$ cat src/rtl/sprite_anim_pkg.sv
// Shared definitions for the sprite animation sequencer: direction codes,
// facing / state enums and a small direction-decoding helper.
package sprite_anim_pkg;

    // Requested-motion codes on the dir input; any code with bit 2 set stops.
    localparam logic [2:0] DIR_LEFT  = 3'b000;
    localparam logic [2:0] DIR_RIGHT = 3'b001;
    localparam logic [2:0] DIR_DOWN  = 3'b010;
    localparam logic [2:0] DIR_UP    = 3'b011;
    localparam logic [2:0] DIR_STOP  = 3'b111;

    typedef enum logic [1:0] {
        FACE_LEFT  = 2'd0,
        FACE_RIGHT = 2'd1,
        FACE_DOWN  = 2'd2,
        FACE_UP    = 2'd3
    } facing_t;

    typedef enum logic {
        IDLE = 1'b0,
        WALK = 1'b1
    } anim_state_t;

    // Codes 000..011 request motion; the facing value is then dir[1:0].
    function automatic logic dir_is_move(input logic [2:0] d);
        return (d[2] == 1'b0);
    endfunction

endpackage

$ cat src/rtl/anim_tick_gen.sv
// Animation step timer: free-running modulo-TICK_DIV counter that emits a
// registered one-cycle pulse in the cycle after the counter held TICK_DIV-1.
// Shared by the player and guard controllers.
module anim_tick_gen #(
    parameter int unsigned TICK_DIV = 100000
) (
    input  logic vga_clk,
    input  logic Reset,
    output logic tick
);

    localparam int unsigned CNT_W = (TICK_DIV > 1) ? $clog2(TICK_DIV) : 1;

    logic [CNT_W-1:0] cnt_q;
    logic [CNT_W-1:0] cnt_d;
    logic             wrap;
    logic             tick_q;

    // Next count: wrap to zero after TICK_DIV-1.
    always_comb begin
        wrap  = (cnt_q == CNT_W'(TICK_DIV - 1));
        cnt_d = wrap ? '0 : cnt_q + 1'b1;
    end

    // Counter and pulse registers; reset restarts the full period.
    always_ff @(posedge vga_clk or posedge Reset) begin
        if (Reset) begin
            cnt_q  <= '0;
            tick_q <= 1'b0;
        end else begin
            cnt_q  <= cnt_d;
            tick_q <= wrap;
        end
    end

    assign tick = tick_q;

endmodule

$ cat src/rtl/sprite_anim_seq.sv
// Sprite animation sequencer: IDLE/WALK state machine that tracks facing and
// walk-cycle frame on each animation step, plus a one-cycle-latency
// sprite-sheet address generator for the pixel currently being drawn.
module sprite_anim_seq
    import sprite_anim_pkg::*;
#(
    parameter int unsigned SPR_W    = 21,
    parameter int unsigned SPR_H    = 21,
    parameter int unsigned FRAMES   = 4,
    parameter int unsigned TICK_DIV = 100000,
    parameter int unsigned ADDR_W   = $clog2(FRAMES * SPR_W * SPR_H)
) (
    input  logic                      vga_clk,
    input  logic                      Reset,
    input  logic [9:0]                DrawX,
    input  logic [9:0]                DrawY,
    input  logic [9:0]                PosX,
    input  logic [9:0]                PosY,
    input  logic [2:0]                dir,
    output logic [1:0]                facing,
    output logic [$clog2(FRAMES)-1:0] frame,
    output logic                      walking,
    output logic                      anim_tick,
    output logic [ADDR_W-1:0]         rom_addr,
    output logic                      pix_active
);

    localparam int unsigned FRM_W = $clog2(FRAMES);
    localparam int unsigned PIX   = SPR_W * SPR_H;

    anim_state_t       state_q, state_d;
    facing_t           facing_q, facing_d;
    logic [FRM_W-1:0]  frame_q, frame_d;
    logic              tick;

    logic [10:0]       x_end, y_end;
    logic [10:0]       dx, dy;
    logic              in_box;
    logic [ADDR_W-1:0] addr_d;
    logic [ADDR_W-1:0] rom_addr_q;
    logic              pix_active_q;

    function automatic logic [FRM_W-1:0] frame_inc(input logic [FRM_W-1:0] f);
        return (f == FRM_W'(FRAMES - 1)) ? '0 : f + 1'b1;
    endfunction

    anim_tick_gen #(
        .TICK_DIV (TICK_DIV)
    ) u_tick (
        .vga_clk (vga_clk),
        .Reset   (Reset),
        .tick    (tick)
    );

    // FSM state register: state, facing and frame move only on a step.
    always_ff @(posedge vga_clk or posedge Reset) begin
        if (Reset) begin
            state_q  <= IDLE;
            facing_q <= FACE_DOWN;
            frame_q  <= '0;
        end else begin
            state_q  <= state_d;
            facing_q <= facing_d;
            frame_q  <= frame_d;
        end
    end

    // FSM next state: decide walk/turn/stop from dir when a step arrives.
    always_comb begin
        state_d  = state_q;
        facing_d = facing_q;
        frame_d  = frame_q;
        if (tick) begin
            case (state_q)
                IDLE: begin
                    if (dir_is_move(dir)) begin
                        state_d  = WALK;
                        facing_d = facing_t'(dir[1:0]);
                        frame_d  = '0;
                    end
                end
                WALK: begin
                    if (!dir_is_move(dir)) begin
                        // Stop keeps facing so the idle pose looks the way we walked.
                        state_d = IDLE;
                        frame_d = '0;
                    end else if (dir[1:0] == facing_q) begin
                        frame_d = frame_inc(frame_q);
                    end else begin
                        facing_d = facing_t'(dir[1:0]);
                        frame_d  = '0;
                    end
                end
                default: state_d = IDLE;
            endcase
        end
    end

    // FSM outputs.
    always_comb begin
        walking   = (state_q == WALK);
        facing    = facing_q;
        frame     = frame_q;
        anim_tick = tick;
    end

    // Bounding-box test and sheet address, widened to 11 bits so boxes near
    // the right/bottom edge of the 10-bit coordinate space do not wrap.
    always_comb begin
        x_end  = {1'b0, PosX} + 11'(SPR_W);
        y_end  = {1'b0, PosY} + 11'(SPR_H);
        dx     = {1'b0, DrawX} - {1'b0, PosX};
        dy     = {1'b0, DrawY} - {1'b0, PosY};
        in_box = ({1'b0, DrawX} >= {1'b0, PosX}) && ({1'b0, DrawX} < x_end) &&
                 ({1'b0, DrawY} >= {1'b0, PosY}) && ({1'b0, DrawY} < y_end);
        // Uses the live frame, so a step landing mid-line changes the image there.
        addr_d = ADDR_W'(frame_q) * ADDR_W'(PIX) +
                 ADDR_W'(dy) * ADDR_W'(SPR_W) + ADDR_W'(dx);
    end

    // Address register: one cycle of latency to line up with a synchronous ROM.
    always_ff @(posedge vga_clk or posedge Reset) begin
        if (Reset) begin
            rom_addr_q   <= '0;
            pix_active_q <= 1'b0;
        end else begin
            rom_addr_q   <= in_box ? addr_d : '0;
            pix_active_q <= in_box;
        end
    end

    assign rom_addr   = rom_addr_q;
    assign pix_active = pix_active_q;

endmodule

$ cat config.mk
export PLATFORM = sky130hd
export DESIGN_NAME = sprite_anim_seq
export DESIGN_NICKNAME = d
export VERILOG_FILES = /design/src/rtl/sprite_anim_pkg.sv /design/src/rtl/anim_tick_gen.sv /design/src/rtl/sprite_anim_seq.sv
export SDC_FILE = /design/constraint.sdc
export NUM_CORES = 1
export LEC_CHECK = 0
export CAP_MARGIN = 0
export CORE_MARGIN = 5
export CORE_UTILIZATION = 51
export DETAILED_ROUTE_END_ITERATION = 10
export GPL_TIMING_DRIVEN = 0
export HOLD_SLACK_MARGIN = 0.12
export PLACE_DENSITY_LB_ADDON = 0.12
export SLEW_MARGIN = 30
export SYNTH_ARGS = -nofsm -noshare
export SYNTH_HDL_FRONTEND = slang
export SYNTH_HIERARCHICAL = 1
export SYNTH_SLANG_ARGS = --single-unit
$ cat constraint.sdc
create_clock -name vga_clk -period 4.45 [get_ports vga_clk]
set_input_delay 1.1125 -clock vga_clk [delete_from_list [all_inputs] [get_ports vga_clk]]
set_output_delay 1.1125 -clock vga_clk [all_outputs]
set_load 0.03 [all_outputs]
* After elaboration in Yosys (flattened, before gate mapping)
Cells that the tools add are included.
W data, S select, Z words.
** Word-level totals
- Register bits :: 35
- Bits in latches :: 0
- RAM bits :: 0
- ROM bits :: 0
- Input bits :: 45
- Word-level logic and storage cells :: 45
- Memories kept :: 0
** Cells by class
- Add/subtract/negate cells :: 8
- Multiply operators :: 2
- Divide/modulo/power cells :: 0
- Order comparisons :: 4
- Equality and inequality tests :: 6
- Shifts and indexed selects :: 0
- Muxes and demuxes :: 12
- Bitwise operators :: 1
- Reductions and logical operators :: 5
** Operator list (number)
- $add A10 B5 Y11 const B :: 2
- $add A11 B11 Y11 :: 2
- $lt A10 B11 Y1 :: 2
- $sub A10 B10 Y11 :: 2
- $ge A10 B10 Y1 :: 2
- $add A17 B1 Y17 const B :: 1
- $eq A17 B17 Y1 const B :: 1
- $mux W17 :: 1
- $mux W2 :: 7
- $mul A11 B5 Y11 const B :: 1
- $mul A2 B9 Y11 const B :: 1
- $mux W11 :: 1
- $pmux W2 S2 :: 2
- $ne A2 B2 Y1 const B :: 3
- $reduce_and A4 Y1 :: 1
- $logic_and A1 B1 Y1 :: 3
- $add A2 B1 Y2 const B :: 1
- $eq A2 B2 Y1 :: 1
- $eq A2 B2 Y1 const B :: 1
- $reduce_and A2 Y1 :: 1
- $mux W1 :: 1
- $not A1 Y1 :: 1

* Logic depth before layout (Yosys ltp)
Gate-level depths: netlist of the first run.
- Depth after elaboration :: 6
- Depth in mapped cells :: 22
- Gate-level depth less buffers :: 22

* By module
Netlist of the first run, hierarchy kept.
** By module, submodules not included
- sprite_anim_seq :: instances 1, cells each 393, area each 3606.0 µm²
- anim_tick_gen :: instances 1, cells each 76, area each 850.8 µm²

* Worst setup path before layout of the first run
No wires, ideal clock.
- Kind :: input-to-reg
- From :: input port DrawY[0]
- To :: register rom_addr_q[10], in the netlist rom_addr[10]
- Data arrival time :: 5581 ps
- Required time :: 4377 ps
- Setup slack :: -1204 ps
- Cell stages on the path :: 20
- Path buffers :: 0
- Cell sequence :: inv_1 -> ha_1 -> inv_1 -> fa_1 -> a211oi_2 -> o21bai_1 -> a21oi_1 -> xnor2_1 -> ha_1 -> fa_1 -> fa_1 -> inv_1 -> fa_1 -> inv_1 -> ha_1 -> nand2_1 -> o21ai_0 -> o41ai_1 -> xnor3_1 -> nor2b_1
** On the way
- Word-level cells in the longest chain between the ends :: 5
- Elaborated cells on any way between the ends :: 9
- Classes of those cells :: add/sub: 3; mul: 1; order compare: 2; mux: 1; reduce/logical: 2
** Ends and longest elaborated chain
- from (decl) :: RTL line sprite_anim_seq.sv:16 : input logic [9:0] DrawY,
- $sub A10 B10 Y11 :: RTL line sprite_anim_seq.sv:113 : dy = {1'b0, DrawY} - {1'b0, PosY};
- $mul A11 B5 Y11 :: RTL line sprite_anim_seq.sv:118 : ADDR_W'(dy) * ADDR_W'(SPR_W) + ADDR_W'(dx);
- $add A11 B11 Y11 :: RTL line sprite_anim_seq.sv:117 : addr_d = ADDR_W'(frame_q) * ADDR_W'(PIX) +
- $add A11 B11 Y11 :: RTL line sprite_anim_seq.sv:118
- $mux W11 (*) :: RTL line sprite_anim_seq.sv:127 : rom_addr_q <= in_box ? addr_d : '0;
- to (signal assigned) :: RTL line sprite_anim_seq.sv:127
- to (decl) :: RTL line sprite_anim_seq.sv:40 : logic [ADDR_W-1:0] rom_addr_q;
Every way passes the cells marked *; elsewhere a longest branch is shown, timed or not.
A chain may end at the register's enable or synchronous reset.

* Worst setup path after layout of the first run
- From :: input port DrawY[0]
- To :: register rom_addr_q[9], in the netlist rom_addr[9]
The elaborated chain is that of the path after synthesis.

==> metrics.txt, run 1 <==
Top delay family on crit path=adder cells; area delta synth->final=37.5%; drt pass-1 iters=4; Placer Congestion=0.884; worst slew pin tran=0.676 ns; hold_sp=u_tick/cnt_q[0]; Hold Buf Count CTS=0; post-route antenna net violation count=0; most numerous cell on the critical path=fa_1; RR Startpoint=frame[0]; Yosys reg bits=35; core area=8640 um^2; Tcrit/Tclk final=119%; CP startpoint=DrawY[0]; Final nets=731; vias per inst=5.22; final WL=10,000 um; Mapped Cells=469; post-route setup TNS=-3.37 ns; crit path kind=input port to register; failing checks=setup timing; Fillers=650; Post-synth EDFFs=0; # IOs=63; RSZ-0062 raised after global routing=yes; Max Fclk=190 MHz; worst-path fanout max=3; syn avg cell area=9.50 um^2; Avg WL per Cell=14.7 um; Initial Util=51.6%; Max IR drop VDD=0.612 mV; clock tree buffer depth=2; clk_lat worst skew=0.28 ns; Num CTS Buffers=5; Sw Pwr=0.00164 W; ys flop type=dfrtp_1; Placement Cell Area=5410 um^2; clock root buffer=clkbuf_8; fraction of layout cells with a size suffix above 1=25.7%; First DRT Iteration DRCs=57; Arr. time, crit path=5.44 ns; final setup margin=-0.825 ns; row count=34; Sw Ratio=42.1%; die width=103 um; DRC=0; CP Cell Sequence=buf_8, inv_12, ha_4, inv_4, buf_12, a21oi_4, o21ai_4, o21ai_1, nand2b_1, xor2_2, ha_1, inv_2, fa_1, inv_1, fa_1, inv_1, fa_1, inv_2, ha_4, nor2b_1, o21a_1, o41a_1, xor2_1, and2_1; largest net degree at the start of global routing=19; port buffer count=62; Clock transition at path regs=0.07 ns; Post-Syn Area=4460 um^2; dpl ws=-1.79 ns; CP Buf/Inv Count=8; worst min path class=register to register; H-tree levels=2; Setup crit start kind=input port; Diodes inserted=0; DIE AREA=10,700 um^2; cell area after layout=6130 um^2; clock sinks=35; vias in the first global route=3,732; Syn Nets=630; worst relative slew slack=54.9%; GRT Resource Usage Total=19.3%; crit end category=register; Flop pwr share=8.7%; Die Span Y=103 um; detailed placement HPWL=7510 um; sequential share of the synthesized area=19.7%; fin. max-slew vios=0; CTS tree=yes; Crit-path slowest cell=fa_1; Hold Vio Cnt, Final=0; first-pass GRT wire length=16,500 um; Layout Skew=0.00815 ns; internal cell power=0.00225 W; status=finished, violations left; Worst path max stage delay=0.52 ns; Tmin final=5.28 ns; setup violators final=7; Yosys Warn Count=6; part of the power in the clock network=6.4%; max cap viols=0; post-synth cell types=49; total gr overflow=0; antenna violations before repair=0; Worst Path Required=4.62 ns; DR vias=3,547; fraction of registers with async set/reset=100%; total power per unit cell area=635 nW/um^2; Comb pwr share=84.9%; Pleak=2.88 nW
synth_stat cells (3+ instances only):
cell,n,area [um^2]
a21oi_1,15,75.1
ha_1,82,1030
o21a_1,4,30.0
nand2_1,18,67.6
nor2b_1,11,68.8
xnor2_1,39,342
mux2_2,3,33.8
a211oi_1,5,37.5
o21ai_0,13,65.1
fa_1,34,681
dfrtp_1,34,851
nor2_1,25,93.8
nand3_1,10,50.1
and2_1,9,56.3
nor3_1,12,60.1
xor2_1,13,114
a21o_1,4,30.0
nand4_1,6,37.5
inv_1,90,338
through the flow:
step | hold slack [ns] | power [W] | instances | utilization (%)
2_1_floorplan | 0.455 | 0.00205 | 469 | -
3_3_place_gp | 0.474 | 0.00241 | 639 | 62.6
3_5_place_dp | 0.486 | 0.00244 | 639 | 62.6
4_1_cts | 0.500 | 0.00336 | 675 | 69.5
5_1_grt | 0.514 | 0.00424 | 679 | 70.9
6_report | 0.494 | 0.00389 | 679 | 70.9
state kept, by name, summed over array words and instances (netlist names):
name          count
facing            2
u_tick/tick       1
u_tick/cnt_q     17
walking           1
pix_active        1
rom_addr         11
frame             2
cell usage in the layout (no fill, tap or decap), types with 7 or more instances in the layout:
cell type and instances:
clkdlybuf4s50_1 48, nor2_1 20, o21ai_0 7, fa_1 30, xor2_1 10, clkbuf_8 7
nor3_1 9, and2_1 9, buf_2 10, nor2b_1 10, dfrtp_1 34, buf_4 25
nand3_1 10, a21oi_1 9, ha_4 20, ha_1 60, nand2_1 14, buf_6 7
inv_1 71, inv_2 16, xnor2_1 33
area by class of cell:
type                            instances  area [um^2]  area share (%)
Multi-Input combinational cell        342         3770            61.5
Clock buffer                            7         96.3            1.57
Sequential cell                        35          877            14.3
Timing Repair Buffer                   94          875            14.3
Buffer                                  2         10.0           0.163
Tap cell                              108          135            2.21
Inverter                               90          358            5.84
Clock inverter                          1         7.51           0.123
worst paths after layout:
kind	end	cells after the start	slack [ns]
worst max-delay path	rom_addr[9]	24	-0.83
worst min-delay path	u_tick/cnt_q[0]	1	0.49
worst max register to register	rom_addr[9]	13	0.10
worst min register to register	u_tick/cnt_q[0]	1	0.49
max in group asynchronous	u_tick/cnt_q[13]	2	2.76
min in group asynchronous	rom_addr[8]	2	1.23
kinds of logic (layout without fill, tap and decap cells):
group	count (synthesis)	in the layout	synth area share, %
adder cells (fa/ha/maj)	116	116	38.3
AND/OR/NAND/NOR	104	104	12.8
buffers and inverters	92	194	7.80
AO/OA/AOI/OAI	65	65	9.74
XOR/XNOR	53	53	10.7
flip-flops	35	35	19.7
multiplexers	4	4	0.983
per-layer routing:
| layer | part of all wire [%] | up-vias | global-route usage, % |
|---|---|---|---|
| li1 | - | 1756 | - |
| met1 | 44 | 1715 | 25.0 |
| met2 | 51 | 65 | 34.4 |
| met3 | 3.6 | 11 | 2.08 |
| met4 | 1.5 | 0 | 4.78 |
| met5 | 0 | - | 0 |
power groups by stage:
| stage | registers [W] | logic, W | clock network (W) |
|---|---|---|---|
| floorplan | 0.000374 | 0.00167 | 0 |
| global placement | 0.000343 | 0.00207 | 0 |
| detailed placement | 0.000343 | 0.00209 | 0 |
| CTS | 0.000337 | 0.00276 | 0.000260 |
| global route | 0.000339 | 0.00363 | 0.000268 |
| finish | 0.000337 | 0.00330 | 0.000251 |
what timing repair did:
action,in CTS,in global routing
endpoints found under the setup margin,11,10
buffers inserted,28,4
pin swaps,73,32
resized for setup,114,22
Note: power is estimated with default switching activity, not from simulation.
==> inputs of run 2 (changes only) <==
--- a/config.mk
+++ b/config.mk
@@ -6,9 +6,10 @@
 export NUM_CORES = 1
 export LEC_CHECK = 0
 export CAP_MARGIN = 0
-export CORE_MARGIN = 5
-export CORE_UTILIZATION = 51
+export CORE_MARGIN = 3
+export CORE_UTILIZATION = 60
 export DETAILED_ROUTE_END_ITERATION = 10
+export DONT_BUFFER_PORTS = 1
 export GPL_TIMING_DRIVEN = 0
 export HOLD_SLACK_MARGIN = 0.12
 export PLACE_DENSITY_LB_ADDON = 0.12
==> metrics.txt, run 2 (synthesis results as in run 1) <==
Max IR drop VDD=0.695 mV (+14%); Setup crit start kind=input port; Pleak=2.62 nW (-9.0%); drt pass-1 iters=4 (unchanged); crit end category=register; fraction of layout cells with a size suffix above 1=22.9% (-2.8 points); largest net degree at the start of global routing=19 (unchanged); clock root buffer=clkbuf_8; vias in the first global route=3,612 (-3.2%); post-route setup TNS=-2.88 ns (+0.496 ns); Comb pwr share=81.4% (-3.5 points); Max Fclk=192 MHz (+1.2%); DR vias=3,354 (-5.4%); Cells after DPL=565 (-12%); row count=30 (-12%); Clock transition at path regs=0.07 ns (about the same); Arr. time, crit path=5.39 ns (-0.05 ns); antenna violations before repair=0 (unchanged); Avg WL per Cell=15.8 um (+7.1%); total gr overflow=0 (unchanged); first-pass GRT wire length=16,500 um (-0.25%); area delta synth->final=20.7%; Sw Ratio=43.3% (+1.2 points); GRT Resource Usage Total=24.1% (+4.9 points); Num CTS Buffers=5 (unchanged); Final Non-Filler Cells=606 (-11%); CP Cell Sequence=clkinv_16, ha_4, inv_4, fa_2, a211oi_2, o21bai_1, a21oi_2, xnor2_2, ha_4, fa_2, fa_1, inv_2, fa_1, inv_2, ha_4, o21a_1, o41a_1, xor2_1, and2_1; detailed placement HPWL=7650 um (+1.9%); port buffer count=0 (-100%); Tmin final=5.21 ns (-0.0648 ns); Initial Util=63.8% (+12 points); worst slew pin tran=0.708 ns (+0.0322 ns); most numerous cell on the critical path=ha_4; clk_lat worst skew=0.29 ns (about the same); worst min path class=register to register; Die Span Y=92.2 um (-11%); max cap viols=0 (unchanged); worst-path fanout max=3 (unchanged); crit path kind=input port to register; First DRT Iteration DRCs=104 (+82%); Placer Congestion=0.882 (-0.22%); Diodes inserted=0 (unchanged); post-route antenna net violation count=0 (unchanged); internal cell power=0.00200 W (-11%); RSZ-0062 raised after global routing=yes; most flop-heavy register=u_tick/cnt_q; total power per unit cell area=655 nW/um^2 (+3.2%); Worst path max stage delay=0.52 ns (about the same); dpl ws=-1.45 ns (+0.341 ns); Final nets=670 (-8.3%); die width=92.2 um (-11%); clock tree buffer depth=2 (unchanged); final WL=9570 um (-4.4%); most common cell after layout, fill and taps aside=inv_1; H-tree levels=2 (unchanged); most frequent cells in the layout=inv_1 (78), ha_1 (66), xnor2_1 (35), dfrtp_1 (34), buf_4 (30); Hold Vio Cnt, Final=0 (unchanged); Sw Pwr=0.00153 W (-6.8%); part of the power in the clock network=8.1% (+1.7 points); Layout Skew=0.0108 ns (+0.00265 ns); status=finished, violations left; worst relative slew slack=52.5% (-2.4 points); Worst Path Required=4.63 ns (about the same); Crit-path slowest cell=fa_1; final setup margin=-0.760 ns (+0.0648 ns); core area=6980 um^2 (-19%); failing checks=setup timing; DRC=0 (unchanged); CTS tree=yes; Hold Buf Count CTS=0 (unchanged); Flop pwr share=10.5% (+1.8 points); vias per inst=5.53 (+5.9%); DIE AREA=8500 um^2 (-21%); fin. max-slew vios=0 (unchanged); clock sinks=35 (unchanged); Design Power=0.00352 W (-9.4%); # IOs=63 (unchanged); Tcrit/Tclk final=117% (-1.5 points); setup violators final=5 (-2); Largest register FFs=17 (unchanged)
## run 2: cell count changes in the layout (fill, tap and decap cells not counted), sizes merged
cell	delta
buf	-10
clkdlybuf4s15	-3
bufinv	+1
clkbuf	-2
inv	-2
clkdlybuf4s50	-48
clkinv	+3
## run 2: what timing repair did
action,in CTS,in global routing
resized for setup,40,13
setup buffers,26,7
setup endpoints to repair,7,6
gates cloned,0,0
hold endpoints to repair,0,0
pin swaps,35,28
## run 2: cell type report
type | instances | area, um^2
fill | 484 | 1600
timing repair buffer | 33 | 259
inverter | 90 | 375
tap | 96 | 120
sequential | 35 | 877
clock inverter | 3 | 43.8
buffer | 2 | 10.0
clock buffer | 5 | 68.8
multi-input combinational | 342 | 3620
## run 2: power groups by stage
stage / clock network (W) / logic, W / registers, W
after floorplan: 0 / 0.00167 / 0.000374
after global placement: 0 / 0.00198 / 0.000376
after detailed placement: 0 / 0.00204 / 0.000376
after CTS: 0.000290 / 0.00270 / 0.000370
after global routing: 0.000305 / 0.00314 / 0.000370
final: 0.000285 / 0.00287 / 0.000370
## run 2: worst paths after layout
check / start / to / slack, ns / depth (start not counted)
worst max-delay path: DrawY[0] / rom_addr[9] / -0.76 / 19
worst min-delay path: u_tick/cnt_q[0] / u_tick/cnt_q[0] / 0.49 / 1
worst max register to register: frame[0] / rom_addr[9] / -0.15 / 13
worst min register to register: u_tick/cnt_q[0] / u_tick/cnt_q[0] / 0.49 / 1
max in group asynchronous: Reset / rom_addr[9] / 3.17 / 1
min in group asynchronous: Reset / u_tick/cnt_q[14] / 0.80 / 1
## run 2: layer usage
layer	GRT usage [%]	up-vias	part of all wire, %
met4	6.44	0	1.7
met5	0	-	0
li1	-	1636	-
met2	42.0	74	50
met1	30.5	1628	43
met3	4.92	16	5.0
## run 2: critical path, delay by kind of cell
kind	cells	cell delay [ns]
buffers and inverters	4	0.15
AO/OA/AOI/OAI	5	1.13
XOR/XNOR	2	0.38
adder cells (fa/ha/maj)	7	2.47
AND/OR/NAND/NOR	1	0.14
## run 2: per-stage QoR
stage | util, % | instance area [um^2] | hold slack, ns
final | 77.0 | 5380 | 0.487
after global routing | 77.0 | 5380 | 0.505
after CTS | 75.5 | 5270 | 0.495
after detailed placement | 68.3 | 4770 | 0.487
after global placement | 68.3 | 4770 | 0.473
after floorplan | - | 4650 | 0.455
